$ cat src/rtl/lfu_pkg.sv
// lfu_tracker shared types and constants.
// Defaults are shared with the timer and the cache controller.
package lfu_pkg;

    typedef enum logic [1:0] {
        IDLE,
        SCAN,
        DONE
    } state_t;

    localparam int DEF_ENTRIES = 8;
    localparam int DEF_IDX_W   = 3;
    localparam int DEF_CNT_W   = 8;

    function automatic logic [31:0] cnt_max(input int unsigned w);
        return (32'd1 << w) - 32'd1;
    endfunction

    function automatic logic [31:0] sat_inc(
        input logic [31:0] cnt,
        input logic [31:0] cmax
    );
        return (cnt >= cmax) ? cmax : cnt + 32'd1;
    endfunction

endpackage

$ cat src/rtl/lfu_counter.sv
// One saturating use counter.
// Fill wins outright; otherwise age first, then increment.
module lfu_counter
    import lfu_pkg::*;
#(
    parameter int CNT_W = DEF_CNT_W
) (
    input  logic             clock,
    input  logic             rst,
    input  logic             load_one,
    input  logic             age,
    input  logic             inc,
    output logic [CNT_W-1:0] cnt
);

    localparam logic [31:0] CMAX = cnt_max(CNT_W);

    logic [CNT_W-1:0] base;
    logic [CNT_W-1:0] nxt;

    always_comb begin
        base = age ? (cnt >> 1) : cnt;
        nxt  = base;
        if (load_one) begin
            nxt = CNT_W'(1);
        end else if (inc) begin
            nxt = CNT_W'(sat_inc(32'(base), CMAX));
        end
    end

    always_ff @(posedge clock or negedge rst) begin
        if (!rst) begin
            cnt <= '0;
        end else begin
            cnt <= nxt;
        end
    end

endmodule

$ cat src/rtl/lfu_tracker.sv
// Per-entry LFU counters with tick aging and a sequential
// victim scan for the cache controller.
module lfu_tracker
    import lfu_pkg::*;
#(
    parameter int ENTRIES = DEF_ENTRIES,
    parameter int IDX_W   = DEF_IDX_W,
    parameter int CNT_W   = DEF_CNT_W
) (
    input  logic             clock,
    input  logic             rst,
    input  logic             tick,
    input  logic             hit_valid,
    input  logic [IDX_W-1:0] hit_idx,
    input  logic             fill_valid,
    input  logic [IDX_W-1:0] fill_idx,
    input  logic             victim_req,
    output logic             busy,
    output logic             victim_valid,
    output logic [IDX_W-1:0] victim_idx,
    output logic [CNT_W-1:0] victim_cnt
);

    localparam logic [CNT_W-1:0] CNT_MAX = CNT_W'(cnt_max(CNT_W));
    localparam logic [IDX_W-1:0] LAST    = IDX_W'(ENTRIES - 1);

    logic [CNT_W-1:0] cnt [ENTRIES];

    state_t           state, state_nxt;
    logic             age_pending;
    logic             aging_now;
    logic [IDX_W-1:0] scan_ptr, scan_ptr_nxt;
    logic [IDX_W-1:0] best_idx, best_idx_nxt;
    logic [CNT_W-1:0] best_cnt, best_cnt_nxt;
    logic             first, first_nxt;
    logic [IDX_W-1:0] victim_idx_nxt;
    logic [CNT_W-1:0] victim_cnt_nxt;
    logic [CNT_W-1:0] cur_cnt;

    // Aging is deferred out of a scan so results see one stable snapshot.
    assign aging_now = (tick || age_pending) && (state == IDLE);

    for (genvar i = 0; i < ENTRIES; i++) begin : g_cnt
        lfu_counter #(
            .CNT_W(CNT_W)
        ) u_cnt (
            .clock    (clock),
            .rst      (rst),
            .load_one (fill_valid && (fill_idx == IDX_W'(i))),
            .age      (aging_now),
            .inc      (hit_valid && (hit_idx == IDX_W'(i))),
            .cnt      (cnt[i])
        );
    end

    assign cur_cnt = cnt[scan_ptr];

    always_ff @(posedge clock or negedge rst) begin
        if (!rst) begin
            age_pending <= 1'b0;
        end else if (state == IDLE) begin
            age_pending <= 1'b0;
        end else if (tick) begin
            age_pending <= 1'b1;
        end
    end

    always_ff @(posedge clock or negedge rst) begin
        if (!rst) begin
            state      <= IDLE;
            scan_ptr   <= '0;
            best_idx   <= '0;
            best_cnt   <= '0;
            first      <= 1'b0;
            victim_idx <= '0;
            victim_cnt <= '0;
        end else begin
            state      <= state_nxt;
            scan_ptr   <= scan_ptr_nxt;
            best_idx   <= best_idx_nxt;
            best_cnt   <= best_cnt_nxt;
            first      <= first_nxt;
            victim_idx <= victim_idx_nxt;
            victim_cnt <= victim_cnt_nxt;
        end
    end

    always_comb begin
        state_nxt      = state;
        scan_ptr_nxt   = scan_ptr;
        best_idx_nxt   = best_idx;
        best_cnt_nxt   = best_cnt;
        first_nxt      = first;
        victim_idx_nxt = victim_idx;
        victim_cnt_nxt = victim_cnt;
        busy           = 1'b0;
        victim_valid   = 1'b0;
        unique case (state)
            IDLE: begin
                if (victim_req) begin
                    state_nxt    = SCAN;
                    scan_ptr_nxt = '0;
                    best_idx_nxt = '0;
                    best_cnt_nxt = CNT_MAX;
                    first_nxt    = 1'b1;
                end
            end
            SCAN: begin
                busy = 1'b1;
                // Strict compare keeps the lower index on ties.
                if (first || (cur_cnt < best_cnt)) begin
                    best_idx_nxt = scan_ptr;
                    best_cnt_nxt = cur_cnt;
                end
                first_nxt    = 1'b0;
                scan_ptr_nxt = scan_ptr + IDX_W'(1);
                if (scan_ptr == LAST) begin
                    state_nxt      = DONE;
                    victim_idx_nxt = best_idx_nxt;
                    victim_cnt_nxt = best_cnt_nxt;
                end
            end
            DONE: begin
                victim_valid = 1'b1;
                state_nxt    = IDLE;
            end
            default: begin
                state_nxt = IDLE;
            end
        endcase
    end

endmodule

$ cat config.mk
export PLATFORM = sky130hd
export DESIGN_NAME = lfu_tracker
export DESIGN_NICKNAME = d
export VERILOG_FILES = /design/src/rtl/lfu_pkg.sv /design/src/rtl/lfu_counter.sv /design/src/rtl/lfu_tracker.sv
export SDC_FILE = /design/constraint.sdc
export NUM_CORES = 1
export LEC_CHECK = 0
export ABC_AREA = 1
export CORE_MARGIN = 2
export CORE_UTILIZATION = 60
export CTS_CLUSTER_SIZE = 16
export DETAILED_ROUTE_END_ITERATION = 10
export PLACE_DENSITY_LB_ADDON = 0.25
export RECOVER_POWER = 100
export SLEW_MARGIN = 0
export SYNTH_ARGS = -nofsm -noshare
export SYNTH_HDL_FRONTEND = slang
export SYNTH_SLANG_ARGS = --single-unit
export TNS_END_PERCENT = 1
$ cat constraint.sdc
create_clock -name clock -period 3.75 [get_ports clock]
set_input_delay 0.75 -clock clock [delete_from_list [all_inputs] [get_ports clock]]
set_output_delay 0.75 -clock clock [all_outputs]
set_load 0.005 [all_outputs]
Word-level counts from Yosys, hierarchy flattened
Cells that the tools add are included.
W data, S select, Z words.
{"block": "totals", "latch_bits": 0, "inputBits": 12, "elab_cells": 133, "regBits": 93, "output_inout_bits": 13, "memories": 0, "ram_bits": 0, "mem_bits_ro": 0}
{"block": "op_classes", "add_sub_neg": 9, "eq_ne": 19, "div": 0, "muxes": 51, "mul": 0, "reduce_logical": 27, "bitwise": 1, "shifts": 0, "order_cmp": 10}
{"operator": "$mux W8", "n": 36}
{"operator": "$add A8 B1 Y8 const B", "n": 8}
{"operator": "$ge A8 B8 Y1 const B", "n": 8}
{"operator": "$eq A3 B3 Y1 const B", "n": 9}
{"operator": "$bmux W8 S3", "n": 1}
{"operator": "$logic_and A1 B1 Y1", "n": 17}
{"operator": "$pmux W8 S2", "n": 1}
{"operator": "$eq A3 B2 Y1 const B", "n": 4}
{"operator": "$pmux W3 S2", "n": 2}
{"operator": "$lt A8 B8 Y1", "n": 1}
{"operator": "$eq A3 B1 Y1 const B", "n": 2}
{"operator": "$logic_not A3 Y1", "n": 2}
{"operator": "$mux W3", "n": 2}
{"operator": "$reduce_and A2 Y1", "n": 3}
{"operator": "$mux W1", "n": 5}
{"operator": "$ge A4 B4 Y1 const B", "n": 1}
{"operator": "$mux W2", "n": 2}
{"operator": "$ne A2 B2 Y1 const B", "n": 2}
{"operator": "$not A3 Y4", "n": 1}
{"operator": "$pmux W2 S2", "n": 1}
{"operator": "$reduce_bool A2 Y1", "n": 2}
{"operator": "$add A3 B1 Y3 const B", "n": 1}
{"operator": "$eq A2 B1 Y1 const B", "n": 1}
{"operator": "$eq A2 B2 Y1 const B", "n": 1}
{"operator": "other kinds (3)", "n": 4}

Longest topological paths before layout
Gate-level depths: netlist (run 1).
{"block": "depth", "ltp_word": 8, "ltp_mapped": 21, "mapped_depth_nobuf": 18}

By module
Synthesis (run 1) repeated with hierarchy kept, for this count alone.
{"block": "unflattened", "cells_unflattened": 971, "area_unflattened_um2": 7008.0}
{"mod": "lfu_counter", "cells_each": 77, "area_per_inst_um2": 596.8, "n_inst": 8, "seq_area_each_um2": 200.2}
{"mod": "lfu_tracker", "cells_each": 355, "area_per_inst_um2": 2233.4, "n_inst": 1, "seq_area_each_um2": 725.7}

Worst setup path before layout (run 1)
No wires, ideal clock.
{"block": "synth_path", "kind": "reg-to-reg", "start": "reg scan_ptr[0]", "end": "reg best_idx[2]", "required_ns": 3.624, "synth_period_minus_slack_ns": 2.652, "setup_slack_ns": 1.098, "t_arrival_ns": 2.526, "setup_ns": 0.126, "path_stages_with_launch": 18, "path_buffers": 3, "cell_sequence": "dfrtp_1 buf_2 inv_2 clkbuf_1 nor2_1 o21ai_0 inv_1 o21ai_0 ha_1 a21oi_1 nor2_1 a211oi_1 nand2_1 nand2_1 buf_2 nand2_1 nand3_1 o21ai_0"}
{"block": "synth_via", "elab_chain_len": 8}
{"element": "from (decl)", "line": "lfu_tracker.sv:32", "text": "logic [IDX_W-1:0] scan_ptr, scan_ptr_nxt;"}
{"element": "from (signal assigned)", "line": "lfu_tracker.sv:79", "text": "scan_ptr <= scan_ptr_nxt;"}
{"element": "$not A3 Y4 (not written as such)", "line": "lfu_tracker.sv:56", "text": "assign cur_cnt = cnt[scan_ptr];"}
{"element": "$bmux W8 S3", "line": "lfu_tracker.sv:56"}
{"element": "$mux W8 (not written as such) (2 in a row)", "line": "lfu_tracker.sv:56"}
{"element": "$lt A8 B8 Y1", "line": "lfu_tracker.sv:111", "text": "if (first || (cur_cnt < best_cnt)) begin"}
{"element": "$logic_or A1 B1 Y1", "line": "lfu_tracker.sv:111"}
{"element": "$mux W3", "line": "lfu_tracker.sv:111"}
{"element": "$pmux W3 S2", "line": "lfu_tracker.sv:98", "text": "unique case (state)"}
{"element": "to (signal assigned)", "line": "lfu_tracker.sv:80", "text": "best_idx <= best_idx_nxt;"}
{"element": "to (decl)", "line": "lfu_tracker.sv:33", "text": "logic [IDX_W-1:0] best_idx, best_idx_nxt;"}
Every way passes these cells. The select of a mux whose other input is x is not followed.
A chain may end at the register's enable or synchronous reset.

Worst setup path in the final report (run 1)
{"block": "layout_path", "start": "in tick", "end": "reg g_cnt[6].u_cnt.cnt[7]"}
{"block": "layout_via", "elab_chain_len": 7, "elab_cells_between_ends": 8, "cone_classes": "add/sub (1); order compare (1); mux (4); reduce/logical (2)"}
{"element": "from (decl)", "line": "lfu_tracker.sv:12", "text": "input logic tick,"}
{"element": "$logic_or A1 B1 Y1 *", "line": "lfu_tracker.sv:41", "text": "assign aging_now = (tick || age_pending) && (state == IDLE);"}
{"element": "$logic_and A1 B1 Y1 *", "line": "lfu_tracker.sv:41"}
{"element": "$mux W8 *", "line": "lfu_counter.sv:22", "text": "base = age ? (cnt >> 1) : cnt;"}
{"element": "$add A8 B1 Y8 / $ge A8 B8 Y1 (equally long branches)", "line": "lfu_pkg.sv:23", "text": "return (cnt >= cmax) ? cmax : cnt + 32'd1;"}
{"element": "$mux W8", "line": "lfu_pkg.sv:23"}
{"element": "$mux W8 *", "line": "lfu_counter.sv:26", "text": "end else if (inc) begin"}
{"element": "$mux W8 *", "line": "lfu_counter.sv:24", "text": "if (load_one) begin"}
{"element": "named net g_cnt[6].u_cnt.nxt[7]", "line": "lfu_counter.sv:19", "text": "logic [CNT_W-1:0] nxt;"}
{"element": "to (signal assigned)", "line": "lfu_counter.sv:35", "text": "cnt <= nxt;"}
{"element": "to (decl)", "line": "lfu_counter.sv:13", "text": "output logic [CNT_W-1:0] cnt"}
The timed path passes the listed nets; every way through them passes the cells marked *.

==> results of run 1 <==
## power by group
part	internal (mW)	leakage, nW	switching [mW]
combinational	1.25	2.08	2.33
sequential	1.41	1.18	0.242
clock	0.295	0.0994	0.367
## how the worst max path moves through the flow
stage | start | endpoint | slack (ns) | depth (start not counted)
3_3_place_gp | tick | g_cnt[2].u_cnt.cnt[7]$_DFF_PN0_ | 0.48 | 12
4_1_cts | scan_ptr[0]$_DFFE_PN0P_ | victim_cnt[3]$_DFFE_PN0P_ | 0.63 | 17
2_1_floorplan | scan_ptr[0]$_DFFE_PN0P_ | best_idx[2]$_DFFE_PN0P_ | 1.10 | 17
5_1_grt | tick | g_cnt[0].u_cnt.cnt[7]$_DFF_PN0_ | 0.20 | 10
3_5_place_dp | tick | g_cnt[2].u_cnt.cnt[7]$_DFF_PN0_ | 0.36 | 12
6_report | tick | g_cnt[6].u_cnt.cnt[7]$_DFF_PN0_ | 0.47 | 10
## cells by family after synthesis
group           share of synthesized area
buf+inv                             0.111
flops                               0.368
compound gates                      0.173
simple gates                        0.276
xor+xnor                           0.0387
fa+ha+maj                          0.0336
## cell type report
cell class	instances	area (um2)
clock buffers	13	169
clock inverters	3	18.8
fillers	984	3390
inverters	147	552
multi-input cells	671	3310
flip-flops and latches	93	2330
well taps	136	170
repair buffers	39	340
## routing by layer
metal	part of all wire	vias up	GRT usage	routed length, um
li1	-	3046	-	-
met1	0.47	2720	0.401	7080
met2	0.46	158	0.454	6880
met3	0.047	24	0.0401	715
met4	0.025	0	0.115	382
met5	0	-	0	0
## cell usage in the layout (no fill, tap or decap), types with 3 or more instances in the layout
cell type,instances
o21a_1,5
ha_1,17
nor2_1,88
a31oi_1,10
nor2_2,4
clkbuf_8,12
clkbuf_1,5
o211ai_1,3
nor3_1,11
xnor2_1,3
nand3_1,51
o21ai_1,18
inv_1,143
o21ai_0,82
nand2_1,248
a21oi_1,68
dfrtp_1,93
buf_4,8
dlygate4sd3_1,14
clkdlybuf4s50_1,9
a211oi_1,9
nand4_1,12
xor2_1,25
clkbuf_2,3
## state kept, by name, summed over array words and instances, names as in the netlist
signal / count
g_cnt.u_cnt.cnt: 64
best_cnt: 8
victim_cnt: 8
best_idx: 3
scan_ptr: 3
victim_idx: 3
state: 2
age_pending: 1
first: 1
## through the flow
| stage | cells | utilization |
|---|---|---|
| 3_3_place_gp | 1086 | 0.654 |
| 4_1_cts | 1102 | 0.672 |
| 3_5_place_dp | 1086 | 0.654 |
| 2_1_floorplan | 941 | - |
| 5_1_grt | 1102 | 0.670 |
| 6_report | 1102 | 0.670 |
## worst max-delay path, cell delays in order
cell and delay, ns:
dlygate4sd3_1 0.59, o21ai_4 0.51, clkbuf_1 0.46, o21ai_0 0.20
inv_1 0.12, ha_1 0.16, nand2_1 0.07, nor2_1 0.18
nand4_1 0.25, a31oi_1 0.26
==> reports/results.ini, run 1 <==
[sta]
rsz0062_at_grt = false
finalHoldViolCount = 0
max_freq_mhz = 305
slew_violations = 47
layout_min_cycle_time_ns = 3.28
hold_slack_ns = 0.479
worstMarginPinSlew_ns = 2.53
fin_crit_sh = 0.874
setup_viol = 0
layout_setup_ws_ns = 0.473
clock_skew_ns = 0.0105
slew_headroom = -0.685
fin_setup_tns_ns = 0

[worst_hold_path]
hold_start = victim_cnt[6]$_DFFE_PN0P_
min_path_cells = 2
min_path_type = reg -> reg
min_to = victim_cnt[6]$_DFFE_PN0P_

[floorplanning]
fp.dieArea_mm2 = 0.0114
std_cell_rows = 37
io_pins = 25
fp.coreArea_mm2 = 0.0103
dieWidth_um = 107
die_h_um = 107
start_util = 0.616

[global_route]
overflow = 0
grt_pass1_wl_um = 25800
grt_pass1_vias = 5470
grt_usage = 0.287
antenna_found_initial = 0
grt_max_degree = 55

[yosys]
synth-async-reset-ratio = 1.00
syn_nets = 970
synth-seq-cells = 93
synth_warnings = 0
synth_edf_count = 0
ys_seq_area_frac = 0.368
synth_common_cells = 248 x nand2_1, 141 x inv_1, 93 x dfrtp_1
synth_most_common_cell = nand2_1
synth_top_area_cell = dfrtp_1
synth_top_area_share = 0.368
synth_area_leaders = dfrtp_1 37%, nand2_1 15%, inv_1 8.4%
syn_inst = 941
syn_area_mm2 = 0.00633
synth_cell_types = 36
ys.flop_type = dfrtp_1
syn_area_per_cell_um2 = 6.73

[clock_network]
cts_hold_buffers = 0
cts_root_buf = clkbuf_8
cts_buffer_depth = 2
h-tree-depth = 3
cts_resized = 0
clk_latency_ns = 0.38
numCtsBuffers = 9
clkTransAtPathRegs_ns = 0.09
post_cts_buffers = 0
cts_tree = yes
cts_sinks = 93

[layout]
nets = 990
area_growth_pct = 8.74
design_area_mm2 = 0.00688
n_antenna_cell = 0
drive_gt1_frac = 0.0414

[critical_path]
endpoint_kind = register
reg2reg_setup_slack_ns = 0.51
crit_type = in -> reg
arrival_ns = 3.57
worstPathRequired_ns = 4.05
r2r-end = best_idx[2]$_DFFE_PN0P_
worstReg2RegStart = scan_ptr[0]$_DFFE_PN0P_
critPathLaunchType = input port
worstRegToRegCells = 16
worstPathMaxFanout = 21

[placement]
dp_slack_ns = 0.356
post_dp_cell_area_mm2 = 0.00672
gp_congestion = 0.893
dp_hpwl_um = 11200
place.port_buffers = 24

[drt]
routedWlPerCell_um = 13.7
wl_um = 15100
ant_nets = 0
drt_iter0_drc = 413
drc = 0
dr.pass1.iters = 5
route.vias.total = 5948
viasPerCell = 5.40

[status]
status = finished with violations
violations = max-capacitance violations, max-slew violations

[power]
ir_worst_vdd_uv = 447
power_mw = 5.89
power.static_leakage_nw = 3.36
powerDensity_mw_per_mm2 = 856

[run]
cap_violations = 1

Note: power is estimated with default switching activity, not from simulation.
==> inputs of run 2 (changes only) <==
SLEW_MARGIN = 20   (was 0)
==> results of run 2 <==
The final DEF is identical to that of run 1; final timing and power are the same.
==> inputs of run 3 (changes only) <==
CORE_ASPECT_RATIO = 1.2   (was not set)
==> reports/results.ini, run 3 (same netlist as run 1, synthesis figures left out) <==
[critical_path]
crit_type = in -> reg  ; unchanged
crit_family = buffers and inverters  ; unchanged
worstPathRequired_ns = 4.01  ; was 4.05 ns
cpPeakStageDelay_ns = 0.55  ; was 0.59 ns
endpoint_kind = register  ; unchanged
cp_num_buf_inv = 4  ; was 3
crit_slowest_cell = dlygate4sd3_1  ; unchanged
critPathLaunchType = input port  ; unchanged
cp_common_cell = nand2_1
crit_chain = dlygate4sd3_1 > o21ai_0 > buf_12 > o21ai_0 > inv_1 > ha_1 > nand2_1 > nor2_1 > nand2_1 > nor2_1 > nand2_1 > inv_1 > nand2_1 > a21oi_1  ; was dlygate4sd3_1 > o21ai_4 > clkbuf_1 > o21ai_0 > inv_1 > ha_1 > nand2_1 > nor2_1 > nand4_1 > a31oi_1
arrival_ns = 3.51  ; was 3.57 ns
worstPathMaxFanout = 93  ; was 21

[clock_network]
cts_root_buf = clkbuf_16  ; was clkbuf_8
numCtsBuffers = 9  ; unchanged
h-tree-depth = 3  ; unchanged
cts_hold_buffers = 0  ; unchanged
cts_sinks = 93  ; unchanged
cts_buffer_depth = 2  ; unchanged
clk_latency_ns = 0.34  ; was 0.38 ns
post_cts_buffers = 0  ; unchanged
cts_resized = 0  ; unchanged
cts_tree = yes  ; unchanged
clkTransAtPathRegs_ns = 0.06  ; was 0.09 ns

[sta]
slew_violations = 51  ; was 47
clock_skew_ns = 0.00687  ; was 0.0105 ns
slew_headroom = -0.837  ; was -0.685
max_freq_mhz = 308  ; was 305 MHz
fin_crit_sh = 0.867  ; was 0.874
layout_min_cycle_time_ns = 3.25  ; was 3.28 ns
fin_setup_tns_ns = 0  ; unchanged
worstMarginPinSlew_ns = 2.76  ; was 2.53 ns
finalHoldViolCount = 0  ; unchanged
rsz0062_at_grt = false  ; unchanged
setup_viol = 0  ; unchanged

[layout]
final_cell_count_no_fill = 1088  ; was 1102
area_growth_pct = 9.39  ; was 8.74%
n_antenna_cell = 0  ; unchanged
top_register = g_cnt.u_cnt.cnt  ; unchanged
nets = 984  ; was 990
largest_reg_flops = 64  ; unchanged
reg.largest.list = g_cnt.u_cnt.cnt: 64 flops, best_cnt: 8 flops, victim_cnt: 8 flops  ; unchanged
final_common_cell = nand2_1  ; unchanged
mostFrequentLayoutCells = 248 x nand2_1, 142 x inv_1, 93 x dfrtp_1  ; was 248 x nand2_1, 143 x inv_1, 93 x dfrtp_1
drive_gt1_frac = 0.0355  ; was 0.0414

[drt]
route.vias.total = 5942  ; was 5948
wl_um = 14800  ; was 15100 um
ant_nets = 0  ; unchanged
dr.pass1.iters = 5  ; unchanged
drt_iter0_drc = 427  ; was 413
drc = 0  ; unchanged
routedWlPerCell_um = 13.6  ; was 13.7 um
viasPerCell = 5.46  ; was 5.40

[status]
status = finished with violations  ; unchanged
violations = max-capacitance violations, max-slew violations  ; unchanged

[placement]
dp.cells = 1073  ; was 1086
dp_hpwl_um = 11000  ; was 11200 um
gp_congestion = 0.875  ; was 0.893
place.port_buffers = 24  ; unchanged

[run]
cap_violations = 1  ; unchanged

[power]
powerDensity_mw_per_mm2 = 870  ; was 856 mW/mm2
power.static_leakage_nw = 3.37  ; was 3.36 nW
ir_worst_vdd_uv = 381  ; was 447 uV

[floorplanning]
die_h_um = 117  ; was 107 um
dieWidth_um = 97.8  ; was 107 um
fp.coreArea_mm2 = 0.0104  ; was 0.0103 mm2
std_cell_rows = 41  ; was 37
fp.dieArea_mm2 = 0.0114  ; about the same
io_pins = 25  ; unchanged
start_util = 0.608  ; was 0.616

[global_route]
use_met3 = 0.0323  ; was 0.0401
grt_busiest_layer = met2  ; unchanged
use_met1 = 0.376  ; was 0.401
grt_usage = 0.273  ; was 0.287
antenna_found_initial = 0  ; unchanged
overflow = 0  ; unchanged
grt_max_degree = 94  ; was 55
grt.met2_usage = 0.467  ; was 0.454
grt_pass1_vias = 5409  ; was 5470
grt_pass1_wl_um = 25300  ; was 25800 um

[worst_hold_path]
min_path_type = reg -> reg  ; unchanged

run 3: tightest hold or removal path: stages, from the launching register on:
cell	delay, ns
dfrtp_1	0.34
nand2_1	0.05
nand2_1	0.05
run 3: final cells by class:
cell class | count | area (um2)
fill | 976 | 3490
multi-input combinational | 671 | 3290
sequential | 93 | 2330
inverter | 147 | 552
timing repair buffer | 33 | 312
clock buffer | 11 | 233
tap | 129 | 161
clock inverter | 4 | 50.0
run 3: stage by stage:
step	power [mW]	setup WS (ns)	cell area (um2)	utilization	hold slack [ns]
2_1_floorplan	4.31	1.10	6330	-	0.454
3_5_place_dp	5.13	0.595	6660	0.640	0.464
5_1_grt	6.65	0.203	6920	0.665	0.497
4_1_cts	6.06	0.668	6950	0.667	0.455
3_3_place_gp	5.07	0.626	6660	0.640	0.463
6_report	6.02	0.500	6920	0.665	0.472
run 3: path summary, 6_finish.rpt:
path,start,slack (ns),depth (start not counted),to
max,tick,0.50,14,g_cnt[7].u_cnt.cnt[5]$_DFF_PN0_
min,victim_cnt[6]$_DFFE_PN0P_,0.47,2,victim_cnt[6]$_DFFE_PN0P_
max reg2reg,scan_ptr[0]$_DFFE_PN0P_,0.62,15,best_cnt[1]$_DFFE_PN0P_
min reg2reg,victim_cnt[6]$_DFFE_PN0P_,0.47,2,victim_cnt[6]$_DFFE_PN0P_
max in group asynchronous,rst,0.78,2,g_cnt[3].u_cnt.cnt[7]$_DFF_PN0_
min in group asynchronous,rst,1.28,1,g_cnt[6].u_cnt.cnt[6]$_DFF_PN0_
run 3: where the power goes:
group	switching [mW]	internal [mW]	total, mW
Combinational	2.26	1.22	3.48
Sequential	0.242	1.41	1.65
Clock	0.377	0.513	0.889
Total	2.88	3.14	6.02
run 3: metal layers:
metal / up-vias / routed length (um)
met1: 2735 / 6870
li1: 3043 / -
met3: 18 / 605
met2: 146 / 7170
met5: - / 0
met4: 0 / 192
